`config.mk`:
```
export PLATFORM = sky130hd
export DESIGN_NAME = jtag_axi_fifo_hs
export DESIGN_NICKNAME = d
export VERILOG_FILES = /design/src/rtl/jtag_axi_fifo_hs.sv
export SDC_FILE = /design/constraint.sdc
export NUM_CORES = 1
export LEC_CHECK = 0
export CAP_MARGIN = 20
export CORE_UTILIZATION = 49
export CTS_CLUSTER_DIAMETER = 120
export DETAILED_ROUTE_END_ITERATION = 6
export PLACE_DENSITY = 0.79
export SYNTH_ARGS = -nofsm -noshare
export SYNTH_HDL_FRONTEND = slang
export SYNTH_SLANG_ARGS = --single-unit
```
`constraint.sdc`:
```
create_clock -name clk -period 3.05 [get_ports clk]
set_input_delay 0.305 -clock clk [delete_from_list [all_inputs] [get_ports clk]]
set_output_delay 0.305 -clock clk [all_outputs]
set_load 0.03 [all_outputs]
```
`src/rtl/jtag_axi_fifo_hs.sv`:
```
// rtl/jtag_axi_fifo_hs.sv - valid/ready FIFO with optional output register, level flags and high-water mark
//
// Ports:
//   clk, rst        rising-edge clock, asynchronous active-high reset
//   clear_i         synchronous flush (overrides everything except rst)
//   s_valid_i/s_ready_o/s_data_i   write side handshake
//   m_valid_o/m_ready_i/m_data_o   read side handshake (m_data_o is 0 when not valid)
//   ocup_o          entries held (storage + output register)
//   max_ocup_o      high-water mark of ocup_o since rst/clear
//   almost_full_o   ocup_o >= AFULL_TH
//   almost_empty_o  ocup_o <= AEMPTY_TH
module jtag_axi_fifo_hs #(
  parameter int SLOTS     = 4,
  parameter int WIDTH     = 32,
  parameter int OUT_REG   = 0,
  parameter int AFULL_TH  = 3,
  parameter int AEMPTY_TH = 1,
  localparam int CW       = $clog2(SLOTS) + 1
) (
  input  logic             clk,
  input  logic             rst,
  input  logic             clear_i,
  input  logic             s_valid_i,
  output logic             s_ready_o,
  input  logic [WIDTH-1:0] s_data_i,
  output logic             m_valid_o,
  input  logic             m_ready_i,
  output logic [WIDTH-1:0] m_data_o,
  output logic [CW-1:0]    ocup_o,
  output logic [CW-1:0]    max_ocup_o,
  output logic             almost_full_o,
  output logic             almost_empty_o
);

  localparam int AW  = $clog2(SLOTS);
  localparam int CAP = SLOTS + OUT_REG;
  localparam logic [CW-1:0] CAP_C    = CW'(CAP);
  localparam logic [CW-1:0] AFULL_C  = CW'(AFULL_TH);
  localparam logic [CW-1:0] AEMPTY_C = CW'(AEMPTY_TH);

  generate
    if ((SLOTS < 2) || ((SLOTS & (SLOTS - 1)) != 0)) begin : g_bad_slots
      $error("jtag_axi_fifo_hs: SLOTS must be a power of 2 and >= 2");
    end
    if ((OUT_REG != 0) && (OUT_REG != 1)) begin : g_bad_out_reg
      $error("jtag_axi_fifo_hs: OUT_REG must be 0 or 1");
    end
    if ((AFULL_TH < 1) || (AFULL_TH > CAP)) begin : g_bad_afull
      $error("jtag_axi_fifo_hs: AFULL_TH must lie in 1..CAP");
    end
    if (AEMPTY_TH >= AFULL_TH) begin : g_bad_aempty
      $error("jtag_axi_fifo_hs: AEMPTY_TH must be below AFULL_TH");
    end
  endgenerate

  logic [WIDTH-1:0] r_mem [SLOTS];
  logic [CW-1:0]    r_wr_ptr;
  logic [CW-1:0]    r_rd_ptr;
  logic [CW-1:0]    r_max_ocup;
  logic             r_out_vld;
  logic [WIDTH-1:0] r_out_data;

  logic [CW-1:0]    w_st_cnt;
  logic [CW-1:0]    w_ocup_raw;
  logic             w_st_empty;
  logic [WIDTH-1:0] w_head;
  logic             w_push;
  logic             w_pop;
  logic             w_load;
  logic             w_wr_en;
  logic             w_rd_en;

  always_comb begin
    // Pointers carry a wrap bit, so the difference is the storage count 0..SLOTS.
    w_st_cnt   = r_wr_ptr - r_rd_ptr;
    w_st_empty = (r_wr_ptr == r_rd_ptr);
    w_ocup_raw = w_st_cnt + {{(CW-1){1'b0}}, r_out_vld};
    w_head     = r_mem[r_rd_ptr[AW-1:0]];

    // Space depends on registered occupancy only: a pop in the same cycle
    // never opens room for a write.
    s_ready_o = (w_ocup_raw < CAP_C) & ~clear_i;

    if (OUT_REG != 0) begin
      m_valid_o = r_out_vld & ~clear_i;
      m_data_o  = m_valid_o ? r_out_data : '0;
    end else begin
      m_valid_o = ~w_st_empty & ~clear_i;
      m_data_o  = m_valid_o ? w_head : '0;
    end

    ocup_o         = clear_i ? '0 : w_ocup_raw;
    almost_full_o  = (ocup_o >= AFULL_C);
    almost_empty_o = (ocup_o <= AEMPTY_C);

    w_push = s_valid_i & s_ready_o;
    w_pop  = m_valid_o & m_ready_i;

    // Output register refills when it is empty or being consumed; storage
    // head has priority, otherwise an incoming word bypasses storage.
    w_load = ~r_out_vld | w_pop;
    if (OUT_REG != 0) begin
      w_rd_en = w_load & ~w_st_empty;
      w_wr_en = w_push & ~(w_load & w_st_empty);
    end else begin
      w_rd_en = w_pop;
      w_wr_en = w_push;
    end
  end

  assign max_ocup_o = r_max_ocup;

  // Storage array is not reset; only the pointers define its contents.
  always_ff @(posedge clk) begin
    if (w_wr_en) begin
      r_mem[r_wr_ptr[AW-1:0]] <= s_data_i;
    end
  end

  always_ff @(posedge clk or posedge rst) begin
    if (rst) begin
      r_wr_ptr   <= '0;
      r_rd_ptr   <= '0;
      r_max_ocup <= '0;
      r_out_vld  <= 1'b0;
      r_out_data <= '0;
    end else if (clear_i) begin
      r_wr_ptr   <= '0;
      r_rd_ptr   <= '0;
      r_max_ocup <= '0;
      r_out_vld  <= 1'b0;
      r_out_data <= '0;
    end else begin
      if (w_wr_en) begin
        r_wr_ptr <= r_wr_ptr + CW'(1);
      end
      if (w_rd_en) begin
        r_rd_ptr <= r_rd_ptr + CW'(1);
      end
      if (w_ocup_raw > r_max_ocup) begin
        r_max_ocup <= w_ocup_raw;
      end
      if ((OUT_REG != 0) && w_load) begin
        if (!w_st_empty) begin
          r_out_vld  <= 1'b1;
          r_out_data <= w_head;
        end else if (w_push) begin
          r_out_vld  <= 1'b1;
          r_out_data <= s_data_i;
        end else begin
          r_out_vld  <= 1'b0;
          r_out_data <= '0;
        end
      end
    end
  end

endmodule
```
==> key figures, run 1 <==
Run status
  • Status: complete, no violations

Critical path
  • Worst EP arrival: 2.64 ns
  • Peak per-stage delay on the critical path: 0.66 ns
  • Cells along the critical path: inv_1 > ha_1 > inv_1 > fa_1 > nand2b_1 > inv_1 > clkdlybuf4s50_1
  • Reg-to-reg startpoint: r_wr_ptr[0]$_DFFE_PP0P_
  • Bufs and invs on worst path: 4
  • Setup crit start: r_wr_ptr[0]$_DFFE_PP0P_
  • Largest fanout on the critical path: 4
  • Critical path required time: 2.74 ns
  • CP max stage cell: clkdlybuf4s50_1
  • Startpoint types: flip-flop
  • Endpoint class of the critical path: output pin
  • Most frequent CP cell: inv_1
  • Worst Setup Path Type: reg2out
  • Largest delay share family, worst path: buffers and inverters

Yosys
  • Netlist cell types: 29
  • Syn Nets: 320
  • Yosys warns: 0
  • Synthesized instance count: 273
  • Number of synthesized flops with an enable pin: 128
  • Cell Area, Synth: 0.005505 mm^2
  • Synth Flop Type: edfxtp_1
  • #FFs+latches synth: 137
  • Async S/R FF share, synth: 6.569%
  • Synthesized area per cell: 20.17 um^2
  • Fraction of the yosys area taken by sequential cells: 73.91%

STA
  • Final period util: 96.48%
  • # setup viols final: 0
  • Least-Margin Pin Slew: 0.6695 ns
  • Worst setup margin: 0.1073 ns
  • RSZ-0062 raised after global routing: false
  • Setup TNS after final layout: 0 ns
  • Minimum clock period after layout: 2.943 ns
  • F_max: 339.8 MHz
  • Final hold vios: 0
  • Clock Skews: 0.007726 ns
  • Final slew viol count: 0
  • Rel. slew slack: 55.36%

Detailed routing
  • DRC: 0
  • Iter 0 DRT Violations: 162
  • Routed WL per cell: 18.79 um
  • First-pass DRT Iterations: 4
  • Detail Route met2 WL: 5299 um
  • DR vias/cell: 5.384
  • M1 WL: 3973 um
  • Metal3 WL: 443 um
  • Vias: 2816
  • Final ANT Viol Nets: 0
  • Highest Signal Layer: met4
  • Final wirelength: 9827 um

Global routing
  • Vias in the first global route: 2985
  • Total grt overflow: 0
  • GRT Total Usage: 18.81%
  • First-pass GRT wire length: 15410 um
  • Initial antenna violation count: 0
  • Largest net degree at the start of global routing: 36

Clock network
  • Num CTS Buffers: 17
  • Htree depth: 4
  • CTS tree: built
  • Post-CTS Setup Bufs: 0
  • CTS Buffer Depth: 2
  • Clock root cell: clkbuf_8
  • Clock tree sinks: 137
  • Worst-Skew Late Latency: 0.51 ns
  • Clk pin slew, worst setup/hold paths: 0.06 ns

Final layout
  • Layout cells sized above 1: 32.11%
  • Layout area overhead: 27.80%
  • Final #Nets: 417
  • ANT cells: 0

Place
  • Port Buffers: 78
  • GP Congestion: 0.7851
  • Pre-CTS setup slack: 0.3380 ns
  • Hpwl dp: 6121 um

Floorplanning
  • Die Area: 0.01166 mm^2
  • Die height: 108.0 um
  • Top Ports: 79
  • Initial Utilization: 50.56%
  • Die width: 108.0 um
  • Placement row count: 38
  • Core Region: 0.01089 mm^2

Pwr
  • Cell area power density: 900.2 mW/mm^2
  • Lkg Pwr: 2.443 nW
  • Maximum vdd ir drop: 0.5655 mV

Worst hold path
  • Hold WC Path Type: in2async

Job
  • Max_cap viols: 0
## cell type report
class	instances	area [um^2]
Tap cell	140	175.2
Inverter	8	30.03
Clock buffer	18	417.9
Fill cell	738	3852
Timing Repair Buffer	90	842.1
Clock inverter	14	137.6
Sequential cell	137	4071
Multi-Input combinational cell	116	1361
## registers in the layout, indices dropped and copies added (netlist names)
register and count:
r_rd_ptr 3, max_ocup_o 3, r_wr_ptr 3, r_mem 128
## metal layers
metal / vias to the layer above / GRT usage [%]
li1: 1272 / -
met5: - / 0
met3: 11 / 5.546
met1: 1453 / 22.12
met4: 0 / 6.458
met2: 80 / 32.94
## through the flow
step	util, %	power [mW]	hold slack, ns	area (um^2)	cells
2_1_floorplan	-	3.791	0.1329	5510	273
3_3_place_gp	59.53	4.480	0.5648	6481	491
3_5_place_dp	59.53	4.519	0.5683	6481	491
4_1_cts	64.62	6.402	0.05154	7036	523
5_1_grt	64.62	6.634	0.07436	7036	523
6_report	64.62	6.334	0.05416	7036	523
## worst paths after layout
path,to,slack [ns],depth (start not counted)
worst max-delay path,ocup_o[1],0.11,7
worst min register to register,max_ocup_o[1]$_DFFE_PP0P_,0.58,2
min in group clk,r_mem[0][6]$_DFFE_PP_,0.43,1
worst max register to register,r_mem[3][24]$_DFFE_PP_,0.31,8
max in group asynchronous,r_rd_ptr[1]$_DFFE_PP0P_,2.71,2
worst min-delay path,max_ocup_o[0]$_DFFE_PP0P_,0.05,2
## cell usage after synthesis, types with 2 or more instances
library cell	number	share of area (%)
edfxtp_1	128	70
and2_1	36	4.1
mux4_2	32	13
dfrtp_1	9	4.1
ha_1	9	2.0
clkbuf_1	8	0.55
inv_1	8	0.55
nor2_1	8	0.55
buf_2	4	0.36
nand2_1	4	0.27
a21oi_1	3	0.27
nand2b_1	3	0.34
xnor2_1	3	0.48
mux2i_1	2	0.36
nor2b_1	2	0.23
## kinds of logic after synthesis
logic type / share of synthesized area, %
AO/OA/AOI/OAI: 1.182
adder cells (fa/ha/maj): 2.614
multiplexers: 13.93
flip-flops: 73.91
buffers and inverters: 1.455
AND/OR/NAND/NOR: 5.818
XOR/XNOR: 1.091
## placed cells by master, fill, tap and decap left out, types with 2 or more instances in the layout
cell / Yosys / routed
inv_6: 0 / 5
edfxtp_1: 128 / 128
mux2i_1: 2 / 2
buf_12: 0 / 5
dfrtp_1: 9 / 7
clkbuf_16: 0 / 16
clkinvlp_4: 0 / 4
nor2_1: 8 / 8
inv_1: 8 / 8
nand2b_1: 3 / 3
and2_1: 36 / 32
and2_2: 0 / 4
mux4_2: 32 / 32
nor2b_1: 2 / 2
dfrtp_2: 0 / 2
clkdlybuf4s50_1: 0 / 41
a21oi_1: 3 / 3
ha_1: 9 / 9
clkinv_4: 0 / 2
xnor2_1: 3 / 3
nand2_1: 4 / 4
buf_4: 0 / 43
## repair_timing
action,in CTS,in global routing
hold buffers,0,0
endpoints found under the setup margin,1,0
resized for setup,1,0
## power breakdown
part	switching, mW	internal [mW]	total (mW)
clock network	0.776	1.10	1.87
logic	1.18	0.974	2.15
registers	0.0619	2.25	2.31
total	2.02	4.32	6.33
Note: power is estimated with default switching activity, not from simulation.
==> run 2, diff against run 1 <==
- GPL_TIMING_DRIVEN: not set -> 0
- PLACE_DENSITY: 0.79 -> 0.8
==> key figures, run 2 (synthesis results as in run 1) <==
Critical path
  • Worst EP arrival: 2.61 ns (-0.03 ns)
  • CP max stage cell: xor3_2
  • Largest delay share family, worst path: adder cells
  • Cells along the critical path: inv_2 > ha_1 > inv_1 > fa_1 > xor3_2 > nor2_1 > clkdlybuf4s15_2
  • Bufs and invs on worst path: 3 (-1)
  • Worst Setup Path Type: reg2out
  • Largest fanout on the critical path: 5 (+1)
  • Peak per-stage delay on the critical path: 0.49 ns (-0.17 ns)
  • Critical path required time: 2.74 ns (about the same)
  • Startpoint types: flip-flop
  • Endpoint class of the critical path: output pin

Job
  • Max_cap viols: 0 (unchanged)

Clock network
  • Clock tree sinks: 137 (unchanged)
  • Clk pin slew, worst setup/hold paths: 0.06 ns (about the same)
  • CTS tree: built
  • Num CTS Buffers: 17 (unchanged)
  • CTS Buffer Depth: 2 (unchanged)
  • Clock root cell: clkbuf_8
  • # hold bufs at CTS: 0 (unchanged)
  • Worst-Skew Late Latency: 0.50 ns (about the same)
  • Htree depth: 4 (unchanged)

Detailed routing
  • First-pass DRT Iterations: 4 (unchanged)
  • Final wirelength: 10180 um (+3.6%)
  • Final ANT Viol Nets: 0 (unchanged)
  • Vias: 2834 (+0.64%)
  • Iter 0 DRT Violations: 112 (-31%)
  • DR vias/cell: 5.408 (+0.45%)
  • Routed WL per cell: 19.44 um (+3.4%)
  • DRC: 0 (unchanged)

Final layout
  • Finished Cell Area: 0.007002 mm^2 (-0.48%)
  • Largest register FFs: 128 (unchanged)
  • Filler cells: 761 (+3.1%)
  • Final #Nets: 419 (+0.48%)
  • Layout cells sized above 1: 24.48% (-7.6 points)
  • Area of the multi-input gates: 0.001361 mm^2 (unchanged)
  • Commonest non-fill, non-tap cells in the layout: 128 x edfxtp_1, 41 x clkdlybuf4s50_1, 32 x mux4_2, 32 x and2_1, 17 x dlygate4sd2_1
  • ANT cells: 0 (unchanged)
  • Sequential Area: 0.004070 mm^2 (about the same)
  • Layout area overhead: 27.18%
  • Non-filler cells, final: 524 (+0.19%)
  • Most common cell after layout, fill and taps aside: edfxtp_1

Global routing
  • Total grt overflow: 0 (unchanged)
  • Vias in the first global route: 3039 (+1.8%)
  • Largest net degree at the start of global routing: 33 (-8.3%)
  • First-pass GRT wire length: 15880 um (+3.0%)
  • GRT Total Usage: 19.08% (+0.27 points)
  • Initial antenna violation count: 0 (unchanged)

STA
  • Final hold vios: 0 (unchanged)
  • RSZ-0062 raised after global routing: true
  • Least-Margin Pin Slew: 0.9229 ns (+0.2534 ns)
  • # setup viols final: 0 (unchanged)
  • F_max: 342.5 MHz (+0.80%)
  • Clock Skews: 0.008839 ns (+0.001113 ns)
  • Minimum clock period after layout: 2.919 ns (-0.02338 ns)
  • Worst setup margin: 0.1307 ns (+0.02338 ns)
  • Rel. slew slack: 38.47% (-17 points)
  • Final period util: 95.72% (-0.77 points)
  • Worst hold slack: 0.08230 ns (+0.02814 ns)
  • Final slew viol count: 0 (unchanged)

Place
  • Hpwl dp: 6042 um (-1.3%)
  • Post-DP Area: 0.006466 mm^2 (-0.23%)
  • GP Congestion: 0.7460 (-5.0%)
  • Pre-CTS setup slack: -0.5751 ns (-0.9131 ns)
  • Placed Instances: 491 (unchanged)
  • Port Buffers: 78 (unchanged)

Pwr
  • Maximum vdd ir drop: 0.3997 mV (-29%)
  • Total power: 6.251 mW (-1.3%)
  • Internal power: 4.250 mW (-1.5%)
  • Clock share of power: 29.5% (about the same)
  • Combinational Power Share: 33.6% (-0.4 points)
  • Net Switching: 2.002 mW (-0.77%)
  • Lkg Pwr: 2.433 nW (-0.42%)
  • Flop pwr share: 36.9% (+0.5 points)
  • Sw frac: 32.02% (+0.17 points)
  • Cell area power density: 892.8 mW/mm^2 (-0.82%)

Floorplanning
  • Die height: 108.0 um (unchanged)
  • Placement row count: 38 (unchanged)
  • Die Area: 0.01166 mm^2 (unchanged)
  • Initial Utilization: 50.56% (unchanged)
  • Top Ports: 79 (unchanged)
  • Die width: 108.0 um (unchanged)
  • Core Region: 0.01089 mm^2 (unchanged)

Worst hold path
  • Hold WC Path Type: in2async

Run status
  • Status: complete, no violations
[run 2: cell count changes in the layout (fill, tap and decap cells not counted), sizes merged]
cell	change
clkinv	-1
dlygate4sd2	+16
clkbuf	+12
inv	-1
buf	-40
clkdlybuf4s15	+14
clkinvlp	+1
[run 2: stage by stage]
step / utilization [%] / TNS, ns
final: 64.31 / 0
after global routing: 64.31 / -5.656
after CTS: 64.32 / 0
after detailed placement: 59.39 / -88.63
after global placement: 59.39 / -77.28
after floorplan: - / 0
[run 2: final timing paths]
check / start / to / slack (ns) / cells after the start
setup / recovery: r_wr_ptr[0]$_DFFE_PP0P_ / ocup_o[2] / 0.13 / 7
hold / removal: rst / max_ocup_o[1]$_DFFE_PP0P_ / 0.08 / 2
setup reg to reg: r_wr_ptr[0]$_DFFE_PP0P_ / r_mem[2][18]$_DFFE_PP_ / 0.14 / 7
hold reg to reg: max_ocup_o[2]$_DFFE_PP0P_ / max_ocup_o[2]$_DFFE_PP0P_ / 0.56 / 2
max in group asynchronous: rst / r_rd_ptr[1]$_DFFE_PP0P_ / 2.66 / 2
min in group clk: s_data_i[30] / r_mem[1][30]$_DFFE_PP_ / 0.43 / 1
[run 2: what timing repair did]
action	4_1_cts	5_1_grt
pin swaps	0	1
buffers inserted	0	3
gates resized for setup	69	15
endpoints found under the setup margin	167	161
gates cloned	0	0
[run 2: layer usage]
metal  vias up  track usage, %  part of all wire, %
met5         -               0                    0
met4         0           6.947                  1.2
met3        13           5.546                  5.5
met2        89           31.98                   52
met1      1460           23.68                   41
li1       1272               -                    -
[run 2: area by class of cell]
type                            count  share of cell area (%)
Buffer                             11                   1.001
Clock buffer                       18                   5.969
Sequential cell                   137                   58.13
Tap cell                          140                   2.502
Multi-Input combinational cell    116                   19.44
Timing Repair Buffer               81                   10.81
Inverter                            8                  0.4289
Clock inverter                     13                   1.716
[run 2: power groups by stage]
stage | logic, mW | registers (mW) | clock network, mW
2_1_floorplan | 1.44 | 2.35 | 0
3_3_place_gp | 2.17 | 2.33 | 0
3_5_place_dp | 2.20 | 2.35 | 0
4_1_cts | 2.12 | 2.31 | 1.87
5_1_grt | 2.26 | 2.32 | 1.95
6_report | 2.10 | 2.31 | 1.84
